`src/rtl/cpu_ctl_pkg.sv`:
```
// Shared control-sequencer types: state encoding,
// default opcodes, ALU codes and the strobe bundle.
package cpu_ctl_pkg;

  typedef enum logic [2:0] {
    IDLE = 3'd0,
    T0   = 3'd1,
    T1   = 3'd2,
    T2   = 3'd3,
    T3   = 3'd4,
    T4   = 3'd5,
    T5   = 3'd6,
    T6   = 3'd7
  } state_t;

  localparam logic [4:0] DEF_OPC_JAL = 5'b10100;
  localparam logic [4:0] DEF_OPC_JR  = 5'b10011;
  localparam logic [4:0] DEF_OPC_BR  = 5'b10010;

  localparam logic [4:0] DEF_ALU_ADD = 5'b00001;

  typedef struct packed {
    logic pc_out;
    logic pc_in;
    logic inc_pc;
    logic mar_in;
    logic mdr_read;
    logic mdr_in;
    logic mdr_out;
    logic ir_in;
    logic y_in;
    logic c_out;
    logic z_in;
    logic zlow_out;
    logic gra;
    logic grb;
    logic r_in;
    logic r_out;
    logic conff_in;
    logic done;
    logic illegal;
  } ctl_t;

  // T index seen by the outside world; IDLE reads as 0
  function automatic logic [2:0] step_of(state_t s);
    if (s == IDLE) return 3'd0;
    return 3'(s) - 3'd1;
  endfunction

endpackage

```
`src/rtl/jump_ctl_seq_decode.sv`:
```
// Combinational strobe decode from the current
// T-step, the latched opcode and the CON FF.
module ctl_decode
  import cpu_ctl_pkg::*;
#(
  parameter int OPC_W = 5,
  parameter logic [OPC_W-1:0] OPC_JAL =
    OPC_W'(DEF_OPC_JAL),
  parameter logic [OPC_W-1:0] OPC_JR =
    OPC_W'(DEF_OPC_JR),
  parameter logic [OPC_W-1:0] OPC_BR =
    OPC_W'(DEF_OPC_BR),
  parameter int ALU_W = 5,
  parameter logic [ALU_W-1:0] ALU_ADD =
    ALU_W'(DEF_ALU_ADD)
) (
  input  state_t           state,
  input  logic [OPC_W-1:0] opc,
  input  logic             con_ff,
  output ctl_t             ctl,
  output logic [ALU_W-1:0] alu_sel
);

  logic is_jal;
  logic is_jr;
  logic is_br;

  assign is_jal = (opc == OPC_JAL);
  assign is_jr  = (opc == OPC_JR);
  assign is_br  = (opc == OPC_BR);

  always_comb begin
    ctl     = '0;
    alu_sel = '0;
    unique case (state)
      IDLE: ;
      T0: begin
        ctl.pc_out = 1'b1;
        ctl.mar_in = 1'b1;
        ctl.inc_pc = 1'b1;
        ctl.z_in   = 1'b1;
      end
      T1: begin
        ctl.zlow_out = 1'b1;
        ctl.pc_in    = 1'b1;
        ctl.mdr_read = 1'b1;
        ctl.mdr_in   = 1'b1;
      end
      T2: begin
        ctl.mdr_out = 1'b1;
        ctl.ir_in   = 1'b1;
      end
      T3: begin
        if (is_jal) begin
          ctl.grb    = 1'b1;
          ctl.r_in   = 1'b1;
          ctl.pc_out = 1'b1;
        end else if (is_jr) begin
          ctl.gra   = 1'b1;
          ctl.r_out = 1'b1;
          ctl.pc_in = 1'b1;
          ctl.done  = 1'b1;
        end else if (is_br) begin
          ctl.gra      = 1'b1;
          ctl.r_out    = 1'b1;
          ctl.conff_in = 1'b1;
        end else begin
          ctl.illegal = 1'b1;
        end
      end
      T4: begin
        if (is_jal) begin
          ctl.gra   = 1'b1;
          ctl.r_out = 1'b1;
          ctl.pc_in = 1'b1;
          ctl.done  = 1'b1;
        end else if (is_br) begin
          ctl.pc_out = 1'b1;
          ctl.y_in   = 1'b1;
        end
      end
      T5: begin
        ctl.grb   = 1'b1;
        ctl.r_out = 1'b1;
        ctl.c_out = 1'b1;
        ctl.z_in  = 1'b1;
        alu_sel   = ALU_ADD;
      end
      T6: begin
        ctl.zlow_out = 1'b1;
        ctl.pc_in    = con_ff;
        ctl.done     = 1'b1;
      end
    endcase
  end

endmodule

```
`src/rtl/jump_ctl_seq.sv`:
```
// Hardwired T-step sequencer for fetch plus the
// JAL / JR / branch execute steps.
module jump_ctl_seq
  import cpu_ctl_pkg::*;
#(
  parameter int OPC_W = 5,
  parameter logic [OPC_W-1:0] OPC_JAL =
    OPC_W'(DEF_OPC_JAL),
  parameter logic [OPC_W-1:0] OPC_JR =
    OPC_W'(DEF_OPC_JR),
  parameter logic [OPC_W-1:0] OPC_BR =
    OPC_W'(DEF_OPC_BR),
  parameter int ALU_W = 5,
  parameter logic [ALU_W-1:0] ALU_ADD =
    ALU_W'(DEF_ALU_ADD),
  parameter int CNT_W = 16
) (
  input  logic             clk,
  input  logic             clr,
  input  logic             run,
  input  logic             mem_ready,
  input  logic [31:0]      ir,
  input  logic             con_ff,
  output logic             PCout,
  output logic             PCin,
  output logic             IncPC,
  output logic             MARin,
  output logic             MDRread,
  output logic             MDRin,
  output logic             MDRout,
  output logic             IRin,
  output logic             Yin,
  output logic             Cout,
  output logic             Zin,
  output logic             ZLowout,
  output logic             Gra,
  output logic             Grb,
  output logic             Rin,
  output logic             Rout,
  output logic             conffin,
  output logic [ALU_W-1:0] alu_sel,
  output logic [2:0]       step,
  output logic             busy,
  output logic             done,
  output logic             illegal,
  output logic [CNT_W-1:0] retired
);

  state_t           state;
  logic [OPC_W-1:0] opc;
  logic [CNT_W-1:0] ret_cnt;
  logic             clr_q;
  ctl_t             ctl;
  logic             unused_ir;

  assign unused_ir = ^ir[31-OPC_W:0];

  ctl_decode #(
    .OPC_W  (OPC_W),
    .OPC_JAL(OPC_JAL),
    .OPC_JR (OPC_JR),
    .OPC_BR (OPC_BR),
    .ALU_W  (ALU_W),
    .ALU_ADD(ALU_ADD)
  ) u_dec (
    .state  (state),
    .opc    (opc),
    .con_ff (con_ff),
    .ctl    (ctl),
    .alu_sel(alu_sel)
  );

  // one-edge hold-off so reset release is synchronous
  always_ff @(posedge clk or negedge clr) begin
    if (!clr) clr_q <= 1'b0;
    else      clr_q <= 1'b1;
  end

  always_ff @(posedge clk or negedge clr) begin
    if (!clr) begin
      state   <= IDLE;
      opc     <= '0;
      ret_cnt <= '0;
    end else if (clr_q) begin
      if (state == T2)
        opc <= ir[31 -: OPC_W];
      if (ctl.done)
        ret_cnt <= ret_cnt + CNT_W'(1);
      unique case (state)
        IDLE: if (run) state <= T0;
        T0:   state <= T1;
        T1:   if (mem_ready) state <= T2;
        T2:   state <= T3;
        default: begin
          if (ctl.done)
            state <= run ? T0 : IDLE;
          else if (ctl.illegal)
            state <= IDLE;
          else
            state <= state_t'(3'(state) + 3'd1);
        end
      endcase
    end
  end

  assign PCout   = ctl.pc_out;
  assign PCin    = ctl.pc_in;
  assign IncPC   = ctl.inc_pc;
  assign MARin   = ctl.mar_in;
  assign MDRread = ctl.mdr_read;
  assign MDRin   = ctl.mdr_in;
  assign MDRout  = ctl.mdr_out;
  assign IRin    = ctl.ir_in;
  assign Yin     = ctl.y_in;
  assign Cout    = ctl.c_out;
  assign Zin     = ctl.z_in;
  assign ZLowout = ctl.zlow_out;
  assign Gra     = ctl.gra;
  assign Grb     = ctl.grb;
  assign Rin     = ctl.r_in;
  assign Rout    = ctl.r_out;
  assign conffin = ctl.conff_in;
  assign done    = ctl.done;
  assign illegal = ctl.illegal;
  assign step    = step_of(state);
  assign busy    = (state != IDLE);
  assign retired = ret_cnt;

endmodule

```
`config.mk`:
```
export PLATFORM = sky130hd
export DESIGN_NAME = jump_ctl_seq
export DESIGN_NICKNAME = d
export VERILOG_FILES = /design/src/rtl/cpu_ctl_pkg.sv /design/src/rtl/jump_ctl_seq_decode.sv /design/src/rtl/jump_ctl_seq.sv
export SDC_FILE = /design/constraint.sdc
export NUM_CORES = 1
export LEC_CHECK = 0
export BUFFER_PORTS_ARGS = -buffer_cell sky130_fd_sc_hd__clkbuf_2
export CORE_UTILIZATION = 49
export DETAILED_ROUTE_END_ITERATION = 10
export PLACE_DENSITY = 0.91
export SYNTH_ARGS = -nofsm -noshare
export SYNTH_HDL_FRONTEND = slang
export SYNTH_SLANG_ARGS = --single-unit
```
`constraint.sdc`:
```
create_clock -name clk -period 6.27 [get_ports clk]
set_input_delay 0.3135 -clock clk [delete_from_list [all_inputs] [get_ports clk]]
set_output_delay 0.3135 -clock clk [all_outputs]
set_load 0.05 [all_outputs]
```
; Word-level counts from Yosys, hierarchy flattened
; Index checks and enable logic that the tools add are counted.
[word_totals]
reg_bits = 25
wordCells = 66
inputBits = 37
out_inout_bits = 44
[classes]
mux = 40
n_addsub = 3
n_eq_ne = 12
reduce_logical = 7
[op_table]
columns = operator, n
row1 = 1-bit two-way mux, 21
row2 = 3-bit two-way mux, 6
row3 = 16-bit by 1-bit adder with 16-bit output (second input constant), 1
row4 = 5-bit equality test (second input constant), 3
row5 = 3-bit equality test (second input constant), 4
row6 = 3-bit case mux with 4 select lines, 1
row7 = 2-bit two-way mux, 5
row8 = 1-bit case mux with 3 select lines, 3
row9 = 3-bit by 2-bit equality test with 1-bit output (second input constant), 2
row10 = 4-bit two-way mux, 1
row11 = 2-bit != test (second input constant), 2
row12 = 1-bit case mux with 2 select lines, 2
row13 = 1-bit case mux with 4 select lines, 1
row14 = 2-bit AND reduction, 2
row15 = 2-bit OR reduction, 2
row16 = 3-bit by 1-bit adder with 3-bit output (second input constant), 1
row17 = 3-bit by 1-bit equality test with 1-bit output (second input constant), 1
row18 = 3-bit logical NOT, 1
row19 = 3-bit AND reduction, 1
row20 = 3-bit nonzero test, 1
row21 = 3-bit by 1-bit subtractor with 3-bit output (second input constant), 1

; Longest topological paths before layout
[depth]
depth_word = 8
mapped_depth = 8
mapped_depth_nobuf = 7

; By module
; From an unflattened synthesis, not the netlist that was laid out.
[unflattened]
hier_cells = 156
area_unflattened_um2 = 1570.3
[by_module_without_submodules]
columns = module, cells_each, n_inst, seq_area_each_um2, area_each_um2
row1 = jump_ctl_seq, 108, 1, 625.6, 1223.7
row2 = ctl_decode, 48, 1, 0.0, 346.6

; Worst setup path before layout
; OpenSTA, ideal clock, no wires.
[synth_path]
kind = register to output
startpoint = register state[0]
endpoint = output Grb
n_path_buf = 1
t_arrival_ns = 2.819
t_required_ns = 5.957
slack_ns = 3.137
stages_incl_launch_ff = 8
path_cell_list = dfrtp_1 -> inv_1 -> ha_1 -> buf_2 -> nand2_1 -> nor2_1 -> nor2_1 -> nor3_1
[synth_between]
elab_chain_cells = 2
elab_cells_between_ends = 3
classes_between = eq/ne (2) / mux (1)
[synth_rtl]
columns = element, line
row1 = from (decl), jump_ctl_seq.sv:49  ; state_t state;
row2 = from (signal assigned), jump_ctl_seq.sv:96  ; state <= run ? T0 : IDLE;
row3 = from (signal assigned), jump_ctl_seq.sv:100  ; state <= state_t'(3'(state) + 3'd1);
row4 = 3-bit equality test, jump_ctl_seq_decode.sv:35  ; unique case (state)
row5 = 1-bit case mux with 2 select lines *, jump_ctl_seq_decode.sv:35
row6 = to (decl), jump_ctl_seq.sv:37  ; output logic Grb,
; Mark *: on every way between the ends. The rest lies on a longest branch, timed or not.

; Final worst setup path
[layout_path]
startpoint = register state[0]
endpoint = output illegal
[layout_between]
elab_chain_cells = 2
[layout_rtl]
columns = element, line
row1 = 3-bit equality test, jump_ctl_seq_decode.sv:35
row2 = 1-bit two-way mux, jump_ctl_seq_decode.sv:35
row3 = to (decl), jump_ctl_seq.sv:45  ; output logic illegal,
; Every way passes these cells.

==> impl_metrics.sql <==
INSERT INTO impl_metrics (metric_group, metric, value, unit) VALUES
('finish', 'leading_cell_type_in_the_layout_fill_and_taps_excluded', 'sky130_fd_sc_hd__clkbuf_2', ''),
('floorplan', 'fp.dieH', '58.4', 'um'),
('placement', 'detailed_place_hpwl', '2430', 'um'),
('pwr', 'cellPowerDensity', '450', 'nW/um^2'),
('yosys', 'yosysWarnings', '0', ''),
('placement', 'finalWeightedCongestion', '0.923', ''),
('yosys', 'avgSynthCellArea', '9.81', 'um^2'),
('worst_setup_path', 'crit_required', '5.96', 'ns'),
('worst_setup_path', 'timing.critical_path.from_type', 'flop', ''),
('timing', 'setup_tns_final', '0', 'ns'),
('clocking', 'cts-hold-fix-buffers', '1', ''),
('clocking', 'cts_sinks', '25', ''),
('global_route', 'grt_usage', '19.4', '%'),
('timing', 'final.hold.worst_slack', '0.223', 'ns'),
('clocking', 'postCtsResizedCells', '0', ''),
('global_route', 'grt_pass1_vias', '1157', ''),
('floorplan', 'die_x', '58.4', 'um'),
('drt', 'drc_errors', '0', ''),
('timing', 'rsz0062_at_grt', 'false', ''),
('clocking', 'cts_setup_buffers', '0', ''),
('timing', 'max_freq', '379', 'MHz'),
('timing', 'timing.slew.headroom', '60.5', '%'),
('yosys', 'synth.lib_cells_used.distinct', '37', ''),
('finish', 'drive_above_1_share', '33.2', '%'),
('drt', 'drt_wl_total', '2990', 'um'),
('drt', 'dr_total_vias', '1245', ''),
('clocking', 'clock_insertion_delay_worst_skew', '0.32', 'ns'),
('drt', 'drt-wirelength-per-cell', '12.0', 'um'),
('pwr', 'power.static_leakage', '1.02', 'nW'),
('yosys', 'ys_async_sr_fraction', '100', '%'),
('yosys', 'proportion_of_synthesized_chip_area_in_sequential_cells', '40.1', '%'),
('floorplan', 'boundaryPins', '81', ''),
('finish', 'antenna-diode-count', '0', ''),
('clocking', 'htree_num_levels', '1', ''),
('placement', 'placed_cells', '244', ''),
('timing', 'final-hold-violation-count', '0', ''),
('timing', 'slew_worst_pin', '0.593', 'ns'),
('timing', 'final.min_clock_period', '2.64', 'ns'),
('worst_setup_path', 'r2r.worst_path.cells', '7', ''),
('global_route', 'wire_length_of_the_first_global_routing_pass', '5060', 'um'),
('placement', 'pre_cts_slack', '3.86', 'ns'),
('yosys', 'post_synth_inst_count', '159', ''),
('yosys', 'ys.flop_type', 'sky130_fd_sc_hd__dfrtp_1', ''),
('finish', 'commonest_non_fill_non_tap_cells_in_the_layout', 'sky130_fd_sc_hd__clkbuf_2 (49), sky130_fd_sc_hd__dfrtp_1 (25), sky130_fd_sc_hd__nand2_1 (20)', ''),
('floorplan', 'dieArea', '3410', 'um^2'),
('finish', 'finish.net_count', '251', ''),
('global_route', 'largest_net_degree_at_the_start_of_global_routing', '26', ''),
('drt', 'via_per_inst', '5.00', ''),
('timing', 'final_min_period_over_clock_period', '42.0', '%'),
('finish', 'area_of_all_placed_cells_without_fillers', '1830', 'um^2'),
('clocking', 'tritoncts', 'built', ''),
('clocking', 'cts-buffers-inserted', '3', ''),
('drt', 'ant_nets', '0', ''),
('global_route', 'grt_overflow_total', '0', ''),
('placement', 'io_buffer_count', '49', ''),
('finish', 'area.growth.synth_to_final', '17.7', '%'),
('global_route', 'grt_antenna_before_repair', '0', ''),
('yosys', 'number_of_enable_type_register_cells_in_the_synthesized_netlist', '0', ''),
('worst_setup_path', 'crit_arrival', '2.32', 'ns'),
('finish', 'post_route_insts_no_fill', '249', ''),
('timing', 'finalMaxSlewViolations', '0', ''),
('drt', 'firstDrtPassIters', '4', ''),
('timing', 'number_of_setup_violations_in_the_final_report', '0', ''),
('drt', 'violation_count_after_the_first_detailed_routing_iteration', '20', ''),
('floorplan', 'initial_utilization', '51.5', '%'),
('floorplan', 'core.rowCount', '20', ''),
('min_path', 'min_delay_path_depth', '2', ''),
('yosys', 'cell_area_after_technology_mapping', '1560', 'um^2'),
('worst_setup_path', 'worst-setup-path-type', 'flop to output port', ''),
('clocking', 'worst_setup_hold_path_clk_slew', '0.13', 'ns'),
('yosys', 'yosys_register_bits', '25', ''),
('worst_setup_path', 'timing.critical_path.to_type', 'output port', ''),
('clocking', 'ctsLongestPathBuffers', '2', ''),
('pwr', 'peakVddDrop', '0.000358', 'V'),
('timing', 'maximum_clock_skew_at_final_layout', '0.00934', 'ns'),
('placement', 'post_dp_cell_area', '1800', 'um^2'),
('worst_setup_path', 'critical_path.max_fanout', '11', ''),
('run', 'maxCapViolations', '0', ''),
('outcome', 'run_status', 'finished, final reports clean', ''),
('min_path', 'hold_class', 'input pin to flop', ''),
('timing', 'final.setup.worst_slack', '3.63', 'ns'),
('floorplan', 'core', '3030', 'um^2'),
('clocking', 'ctsRootBufferMaster', 'sky130_fd_sc_hd__clkbuf_4', '');
## synthesized netlist by cell type, types with 2 or more instances
master / n / share of area [%]
sky130_fd_sc_hd__buf_4: 8 / 3.9
sky130_fd_sc_hd__xnor2_1: 9 / 5.1
sky130_fd_sc_hd__nor2_1: 8 / 1.9
sky130_fd_sc_hd__and3_1: 2 / 0.80
sky130_fd_sc_hd__mux2i_1: 2 / 1.3
sky130_fd_sc_hd__nand3_1: 8 / 2.6
sky130_fd_sc_hd__buf_2: 2 / 0.64
sky130_fd_sc_hd__ha_1: 8 / 6.4
sky130_fd_sc_hd__a22oi_1: 2 / 0.96
sky130_fd_sc_hd__o21ai_0: 7 / 2.2
sky130_fd_sc_hd__or3_1: 2 / 0.80
sky130_fd_sc_hd__nand4_1: 3 / 1.2
sky130_fd_sc_hd__a21oi_1: 2 / 0.64
sky130_fd_sc_hd__xor2_1: 6 / 3.4
sky130_fd_sc_hd__mux2_2: 5 / 3.6
sky130_fd_sc_hd__inv_1: 12 / 2.9
sky130_fd_sc_hd__a211oi_1: 2 / 0.96
sky130_fd_sc_hd__dfrtp_1: 25 / 40
sky130_fd_sc_hd__nand4_2: 2 / 1.6
sky130_fd_sc_hd__conb_1: 2 / 0.48
sky130_fd_sc_hd__nor3_1: 7 / 2.2
sky130_fd_sc_hd__nand2_1: 20 / 4.8
## area by class of cell
class                   count  area (um^2)
well taps                  44         55.1
clock buffers               3         22.5
repair buffers             50          255
inverters                  13         51.3
clock inverters             1         5.00
flip-flops and latches     25          626
fillers                   276         1190
multi-input cells         113          820
## power breakdown
part           switching (mW)  internal (mW)
combinational           0.371          0.138
sequential             0.0531          0.192
clock                  0.0476         0.0239
total                   0.472          0.354
## critical path, stage by stage (launching register included)
cell,delay [ns]
sky130_fd_sc_hd__dfrtp_1,0.49
sky130_fd_sc_hd__inv_1,0.16
sky130_fd_sc_hd__ha_1,0.40
sky130_fd_sc_hd__nand2_1,0.15
sky130_fd_sc_hd__a211oi_1,0.45
sky130_fd_sc_hd__clkbuf_2,0.36
## flip-flops by register name, indices dropped and copies added (netlist names)
| register | cells |
|---|---|
| opc | 5 |
| retired | 16 |
| clr_q | 1 |
| state | 3 |
## stage by stage
| step | utilization [%] | total power [mW] |
|---|---|---|
| 2_1_floorplan | - | 0.670 |
| 3_3_place_gp | 59.3 | 0.749 |
| 3_5_place_dp | 59.3 | 0.758 |
| 4_1_cts | 60.6 | 0.830 |
| 5_1_grt | 60.6 | 0.873 |
| 6_report | 60.6 | 0.826 |
## cell families (layout without fill, tap and decap cells)
group                    after synthesis  count (layout)  share of synthesized area [%]
AO/OA/AOI/OAI                         18              18                           8.27
XOR/XNOR                              15              15                           8.43
adder cells (fa/ha/maj)                8               8                           6.42
buffers and inverters                 24              67                           8.03
flip-flops                            25              25                           40.1
multiplexers                           8               8                           5.86
other                                  2               5                          0.482
AND/OR/NAND/NOR                       59              59                           22.4
## metal layers
layer  global-route usage [%]  share of wire [%]  vias up
met5                        0                  0        -
met4                     6.12               0.57        0
met3                     3.52                4.2        2
met2                     32.7                 50       29
met1                     25.6                 45      591
li1                         -                  -      623
## path summary, 6_finish.rpt
kind                                    startpoint                 endpoint  slack, ns
max                           state[0]$_DFFE_PN0P_                  illegal       3.63
min                                         ir[27]       opc[0]$_DFFE_PN0P_       0.22
max reg2reg                   state[0]$_DFFE_PN0P_     state[2]$_DFFE_PN0P_       3.81
min reg2reg                retired[15]$_DFFE_PN0P_  retired[15]$_DFFE_PN0P_       0.48
max in group asynchronous                      clr     state[1]$_DFFE_PN0P_       5.36
min in group asynchronous                      clr   retired[6]$_DFFE_PN0P_       0.51
Power figures use the tool's default switching activity.
